`config.mk`:
```
export PLATFORM = sky130hd
export DESIGN_NAME = program_loader_flat
export DESIGN_NICKNAME = d
export VERILOG_FILES = /design/src/rtl/program_loader_pkg.sv /design/src/rtl/program_loader_if.sv /design/src/rtl/loader_timeout.sv /design/src/rtl/program_loader.sv /design/src/flat_wrapper.sv
export SDC_FILE = /design/constraint.sdc
export NUM_CORES = 1
export LEC_CHECK = 0
export ABC_AREA = 1
export CAP_MARGIN = 20
export CORE_MARGIN = 1.5
export CORE_UTILIZATION = 25
export CTS_BUF_LIST = sky130_fd_sc_hd__clkbuf_4 sky130_fd_sc_hd__clkbuf_8
export DETAILED_ROUTE_END_ITERATION = 16
export PLACE_DENSITY_LB_ADDON = 0.3
export SLEW_MARGIN = 20
export SYNTH_ARGS = -nofsm -noshare
export SYNTH_HDL_FRONTEND = slang
export SYNTH_SLANG_ARGS = --single-unit
```
`constraint.sdc`:
```
create_clock -name clk -period 1.83 [get_ports clk]
set_clock_uncertainty 0.15 [all_clocks]
set_input_delay 0.366 -clock clk [delete_from_list [all_inputs] [get_ports clk]]
set_output_delay 0.366 -clock clk [all_outputs]
set_load 0.02 [all_outputs]
```
`src/rtl/program_loader_pkg.sv`:
```
// Shared types and frame-field widths for the serial program loader.
package program_loader_pkg;

    localparam int BYTE_W = 8;
    localparam int ADDR_W = 16;
    localparam int CNT_W  = 9;
    localparam int BUS_W  = 16;
    localparam int TMO_W  = 16;

    localparam logic [BYTE_W-1:0] SYNC_BYTE_DEFAULT = 8'hA5;

    typedef enum logic [2:0] {
        ST_IDLE,
        ST_ADDR_HI,
        ST_ADDR_LO,
        ST_LEN,
        ST_DATA_WAIT,
        ST_SET_MAR,
        ST_WRITE_M,
        ST_DONE
    } loader_state_t;

    // States in which a byte may be taken from the receiver
    function automatic logic is_rx_state(loader_state_t s);
        return s inside {ST_IDLE, ST_ADDR_HI, ST_ADDR_LO, ST_LEN, ST_DATA_WAIT};
    endfunction

    // States in which the inter-byte idle limit is enforced
    function automatic logic is_timed_state(loader_state_t s);
        return s inside {ST_ADDR_HI, ST_ADDR_LO, ST_LEN, ST_DATA_WAIT};
    endfunction

endpackage

```
`src/rtl/program_loader_if.sv`:
```
// Byte-stream input and memory-controller bus signals of the program loader.
interface program_loader_if;
    import program_loader_pkg::*;

    logic [BYTE_W-1:0] rx_data;
    logic              rx_valid;
    logic              rx_ready;
    logic [BUS_W-1:0]  bus_out;
    logic              bus_oe;
    logic              set_mar;
    logic              write_m;

    modport master (
        input  rx_data, rx_valid,
        output rx_ready, bus_out, bus_oe, set_mar, write_m
    );

    modport slave (
        output rx_data, rx_valid,
        input  rx_ready, bus_out, bus_oe, set_mar, write_m
    );

endinterface

```
`src/rtl/loader_timeout.sv`:
```
// Inter-byte idle counter: counts while run is high, flags the last allowed cycle.
module loader_timeout
    import program_loader_pkg::*;
#(
    parameter int unsigned TIMEOUT_CYCLES = 50000
) (
    input  logic clk,
    input  logic reset,
    input  logic clear,
    input  logic run,
    output logic expired
);

    localparam logic [TMO_W-1:0] LIMIT = TMO_W'(TIMEOUT_CYCLES - 1);

    logic [TMO_W-1:0] count;

    always_ff @(posedge clk or negedge reset) begin
        if (!reset) begin
            count <= '0;
        end else if (clear) begin
            count <= '0;
        end else if (run && count != LIMIT) begin
            count <= count + TMO_W'(1);
        end
    end

    assign expired = run && (count == LIMIT);

endmodule

```
`src/rtl/program_loader.sv`:
```
// Receives SYNC/ADDR/LEN/data frames from a byte stream and replays each data
// byte as a SET_MAR + WRITE_M pair on the memory-controller bus.
module program_loader
    import program_loader_pkg::*;
#(
    parameter int unsigned       TIMEOUT_CYCLES = 50000,
    parameter logic [BYTE_W-1:0] SYNC_BYTE      = SYNC_BYTE_DEFAULT
) (
    input  logic             clk,
    input  logic             reset,
    input  logic             enable,
    program_loader_if.master bus,
    output logic             busy,
    output logic             done,
    output logic             error
);

    loader_state_t     state;
    logic [ADDR_W-1:0] address;
    logic [BYTE_W-1:0] data;
    logic [CNT_W-1:0]  remaining;
    logic              set_mar_q;
    logic              write_m_q;
    logic              done_q;
    logic [BUS_W-1:0]  bus_q;
    logic              accept;
    logic              timed;
    logic              expired;
    logic              timeout_hit;

    // reset gates rx_ready so no byte is offered a handshake while held in reset
    assign bus.rx_ready = reset && enable && is_rx_state(state);
    assign accept       = bus.rx_valid && bus.rx_ready;
    assign timed        = enable && is_timed_state(state);
    assign timeout_hit  = expired && !accept;

    loader_timeout #(
        .TIMEOUT_CYCLES(TIMEOUT_CYCLES)
    ) u_timeout (
        .clk    (clk),
        .reset  (reset),
        .clear  (accept || !timed),
        .run    (timed),
        .expired(expired)
    );

    always_ff @(posedge clk or negedge reset) begin
        if (!reset) begin
            state     <= ST_IDLE;
            address   <= '0;
            data      <= '0;
            remaining <= '0;
            set_mar_q <= 1'b0;
            write_m_q <= 1'b0;
            done_q    <= 1'b0;
            bus_q     <= '0;
        end else begin
            set_mar_q <= 1'b0;
            write_m_q <= 1'b0;
            done_q    <= 1'b0;
            bus_q     <= '0;
            if (!enable) begin
                state <= ST_IDLE;
            end else begin
                case (state)
                    ST_IDLE: begin
                        if (accept && bus.rx_data == SYNC_BYTE) state <= ST_ADDR_HI;
                    end
                    ST_ADDR_HI: begin
                        if (accept) begin
                            address[15:8] <= bus.rx_data;
                            state         <= ST_ADDR_LO;
                        end else if (timeout_hit) begin
                            state <= ST_IDLE;
                        end
                    end
                    ST_ADDR_LO: begin
                        if (accept) begin
                            address[7:0] <= bus.rx_data;
                            state        <= ST_LEN;
                        end else if (timeout_hit) begin
                            state <= ST_IDLE;
                        end
                    end
                    ST_LEN: begin
                        if (accept) begin
                            remaining <= (bus.rx_data == '0) ? CNT_W'(256) : CNT_W'(bus.rx_data);
                            state     <= ST_DATA_WAIT;
                        end else if (timeout_hit) begin
                            state <= ST_IDLE;
                        end
                    end
                    ST_DATA_WAIT: begin
                        if (accept) begin
                            data      <= bus.rx_data;
                            set_mar_q <= 1'b1;
                            bus_q     <= address;
                            state     <= ST_SET_MAR;
                        end else if (timeout_hit) begin
                            state <= ST_IDLE;
                        end
                    end
                    ST_SET_MAR: begin
                        write_m_q <= 1'b1;
                        bus_q     <= {8'h00, data};
                        state     <= ST_WRITE_M;
                    end
                    ST_WRITE_M: begin
                        address   <= address + ADDR_W'(1);
                        remaining <= remaining - CNT_W'(1);
                        if (remaining == CNT_W'(1)) begin
                            done_q <= 1'b1;
                            state  <= ST_DONE;
                        end else begin
                            state <= ST_DATA_WAIT;
                        end
                    end
                    ST_DONE: state <= ST_IDLE;
                    default: state <= ST_IDLE;
                endcase
            end
        end
    end

    // Strobes are registered but dropped combinationally the moment enable falls
    assign bus.set_mar = enable && set_mar_q;
    assign bus.write_m = enable && write_m_q;
    assign bus.bus_oe  = enable && (set_mar_q || write_m_q);
    assign bus.bus_out = enable ? bus_q : '0;
    assign done        = enable && done_q;
    assign error       = timeout_hit;
    assign busy        = (state != ST_IDLE);

endmodule
```
`src/flat_wrapper.sv`:
```
// flat-port wrapper written by rule: the top's interface ports become plain ports
module program_loader_flat import program_loader_pkg::*;
#(
    parameter int unsigned       TIMEOUT_CYCLES = 50000,
    parameter logic [BYTE_W-1:0] SYNC_BYTE      = SYNC_BYTE_DEFAULT
)
  (clk, reset, enable, busy, done, error, bus_rx_data, bus_rx_valid, bus_rx_ready, bus_bus_out, bus_bus_oe, bus_set_mar, bus_write_m);
  program_loader_if bus_i ();
  input  logic clk;
  input  logic reset;
  input  logic enable;
  output logic busy;
  output logic done;
  output logic error;
  input wire logic [$bits(bus_i.rx_data)-1:0] bus_rx_data;
  input wire logic [$bits(bus_i.rx_valid)-1:0] bus_rx_valid;
  output wire logic [$bits(bus_i.rx_ready)-1:0] bus_rx_ready;
  output wire logic [$bits(bus_i.bus_out)-1:0] bus_bus_out;
  output wire logic [$bits(bus_i.bus_oe)-1:0] bus_bus_oe;
  output wire logic [$bits(bus_i.set_mar)-1:0] bus_set_mar;
  output wire logic [$bits(bus_i.write_m)-1:0] bus_write_m;
  assign bus_i.rx_data = bus_rx_data;
  assign bus_i.rx_valid = bus_rx_valid;
  assign bus_rx_ready = bus_i.rx_ready;
  assign bus_bus_out = bus_i.bus_out;
  assign bus_bus_oe = bus_i.bus_oe;
  assign bus_set_mar = bus_i.set_mar;
  assign bus_write_m = bus_i.write_m;
  program_loader #(.TIMEOUT_CYCLES(TIMEOUT_CYCLES), .SYNC_BYTE(SYNC_BYTE)) u_core (.clk(clk), .reset(reset), .enable(enable), .bus(bus_i), .busy(busy), .done(done), .error(error));
endmodule
```
==> reports/metrics.yaml <==
final_layout:
  finalInstanceArea_mm2: 0.00592
  post-route-util_pct: 37.0
  seqCellArea_mm2: 0.00178
  fin_nets: 719
  area_growth_pct: 43.9
  drive_gt1_share_pct: 26.3
  multi_input_area_mm2: 0.00210
  antennaDiodeCount: 0
  fillers: 1727
timing:
  worst_slack_ns: -0.244
  hold_viol_final: 0
  fin_crit_ns: 2.07
  fmax_ghz: 0.482
  fin_setup_tns_ns: -0.345
  slew_headroom_pct: 38.3
  rsz0062_at_grt: "yes"
  finalSetupViolCount: 3
  tightest_slew_ns: 0.926
  drv_slew: 0
  fin_crit_sh_pct: 113
global_routing:
  antenna_found_initial: 0
  overflow: 0
  grt_pass1_wl_mm: 19.6
  grt_usage_pct: 14.3
  grt_max_degree: 72
  grt_pass1_vias: 3819
logic_synthesis:
  synth.yosys.seq_area_share_pct: 43.2
  yosysTopAreaCell: "dfrtp_1"
  synthDistinctLibCells: 33
  syn_avg_cell_area_um2: 7.12
  syn-cell-area_mm2: 0.00411
  synth_nets: 594
  synth_warnings: 0
  yosys-top-cells-count: "nand2_1 (161), inv_1 (77), dfrtp_1 (71), nor2_1 (70), o21ai_0 (35)"
  ys.flop_type: "dfrtp_1"
  synth_most_common_cell: "nand2_1"
  yosys-top-cells-area: "dfrtp_1 (43%), nand2_1 (15%), inv_1 (7.0%)"
  synth_top_area_share_pct: 43.2
  synth-edff-count: 0
  synth_cells: 578
  async_flop_share_pct: 100
  synth_seq_cells: 71
power_and_ir_drop:
  power_density_mw_per_mm2: 726
  swShare_pct: 26.6
  peakVddDrop_v: 0.000292
  p_seq_share_pct: 41.4
  p_int_mw: 3.16
  cellLeakagePower_nw: 3.02
  switching_power_mw: 1.14
  pwr-share-comb_pct: 15.0
  clockPowerShare_pct: 43.6
  power.total_mw: 4.30
cts:
  clk_pin_slew_worst_paths_ns: 0.08
  clk_latency_ns: 0.38
  cts-root-buf: "clkbuf_8"
  cts_made_buffers: 9
  cts_tree: "done"
  cts_sinks: 71
  cts_buffer_depth: 2
  htree_levels: 3
place:
  dp_hpwl_mm: 8.39
  dpl_worst_slack_ns: -0.606
  gp_congestion: 0.873
  placed_cell_area_mm2: 0.00522
  portBuffers: 34
worst_setup_path:
  cpPeakStageDelay_ns: 0.36
  critPathKind: "flip-flop to output pin"
  crit_required_ns: 1.31
  start_kind: "flip-flop"
  cp_cell_sequence: "ha_2 -> nand2_2 -> nor2_4 -> nand2_2 -> nor2_4 -> nand3_2 -> inv_2 -> buf_6"
  path_max_fanout: 2
  arrival_ns: 1.56
  worstSetupEndpointType: "output pin"
  reg2reg_depth: 12
  r2r_setup_slack_ns: 0.04
  slowest_stage: "dfrtp_1"
die:
  num_rows: 46
  die_w_um: 131
  fp.dieArea_mm2: 0.0172
  io_pins: 35
  die_height_um: 131
  core_area_mm2: 0.0160
  initial_core_util_pct: 25.7
job:
  drv_cap: 0
drt:
  highest_layer: "met4"
  ant_nets: 0
  drt_iter0_drc: 335
  m1WireLength_mm: 5.64
  num_vias: 4073
  routed_wl_mm: 11.9
  drc: 0
  drt_pass1_iterations: 7
  wire_per_inst_um: 12.9
  viasPerCell: 4.41
  wl_met2_mm: 5.63
  wl_met3_um: 395
min_path:
  hold_class: "primary input to asynchronous set/reset pin"
status:
  status: "finished with violations"
  violations: "negative setup slack"
==> registers in the layout, summed over array words and instances (netlist names) <==
| signal | count |
|---|---|
| u_core.bus_q | 16 |
| u_core.state | 3 |
| u_core.set_mar_q | 1 |
| u_core.write_m_q | 1 |
| u_core.data | 8 |
| u_core.address | 16 |
| u_core.u_timeout.count | 16 |
| u_core.remaining | 9 |
| u_core.done_q | 1 |
==> routing by layer <==
metal | up-vias | GRT usage, %
met5 | - | 0
met4 | 0 | 5.74
met3 | 16 | 2.35
met2 | 68 | 22.7
met1 | 1895 | 19.5
li1 | 2094 | -
==> critical path, delay by kind of cell (launching register included) <==
family                   cells  cell delay [ns]
adder cells (fa/ha/maj)      1             0.19
buffers and inverters        2             0.17
flip-flops                   1             0.36
AND/OR/NAND/NOR              5             0.46
==> worst paths after layout <==
path | to | from
worst min-delay path | u_core.state[2] | reset
worst min register to register | u_core.data[7] | u_core.data[7]
max in group asynchronous | u_core.data[5] | reset
min in group clk | u_core.state[0] | enable
worst max-delay path | error | u_core.u_timeout.count[1]
worst max register to register | u_core.u_timeout.count[10] | u_core.u_timeout.count[1]
==> power by group through the flow <==
stage	sequential, mW	clock [mW]	combinational [mW]
floorplan	1.78	0	0.334
global placement	1.81	0	0.584
detailed placement	1.81	0	0.588
CTS	1.77	1.91	0.617
global route	1.79	1.97	0.719
finish	1.78	1.88	0.645
==> area by class of cell <==
cell class                      count  share of cell area [%]
Timing Repair inverter              2                   0.254
Clock inverter                      6                    2.62
Timing Repair Buffer              128                    19.1
Inverter                           84                    5.70
Sequential cell                    71                    30.0
Clock buffer                       10                    2.32
Multi-Input combinational cell    407                    35.4
Tap cell                          216                    4.56
==> cell families (layout without fill, tap and decap cells) <==
logic type,Yosys count,count (layout),share of synthesized area [%]
XOR/XNOR,3,3,0.639
flip-flops,71,71,43.2
adder cells (fa/ha/maj),4,4,1.22
AND/OR/NAND/NOR,314,314,33.5
AO/OA/AOI/OAI,86,86,11.3
buffers and inverters,100,230,10.1
==> placed cells by master (no fill, tap or decap), types with 8 or more instances in the layout <==
cell type        instances
inv_1                   72
nor2_1                  58
dlygate4sd2_1           17
nor3_1                  19
a21oi_1                 28
nor2_2                  10
dfrtp_1                 71
o21ai_0                 28
nand4_1                 17
nand2_1                151
clkbuf_8                10
o21ai_1                 11
clkdlybuf4s50_1          9
nand2_2                 11
buf_6                   13
buf_4                   79
nand3_1                 25
nor2_4                   8
==> repair_timing <==
| item | in CTS | in global routing |
|---|---|---|
| hold buffers | 0 | 0 |
| buffers inserted | 7 | 12 |
| gates resized for setup | 72 | 61 |
| pin swaps | 9 | 19 |
| endpoints found under the setup margin | 28 | 52 |
| gates cloned | 2 | 1 |
==> per-stage QoR <==
step / hold WS, ns / std cells
CTS: 0.231 / 913
global placement: 0.316 / 888
global route: 0.290 / 924
finish: 0.188 / 924
detailed placement: 0.321 / 888
floorplan: -0.0796 / 578
No activity file was read; power rests on OpenSTA's default activity.
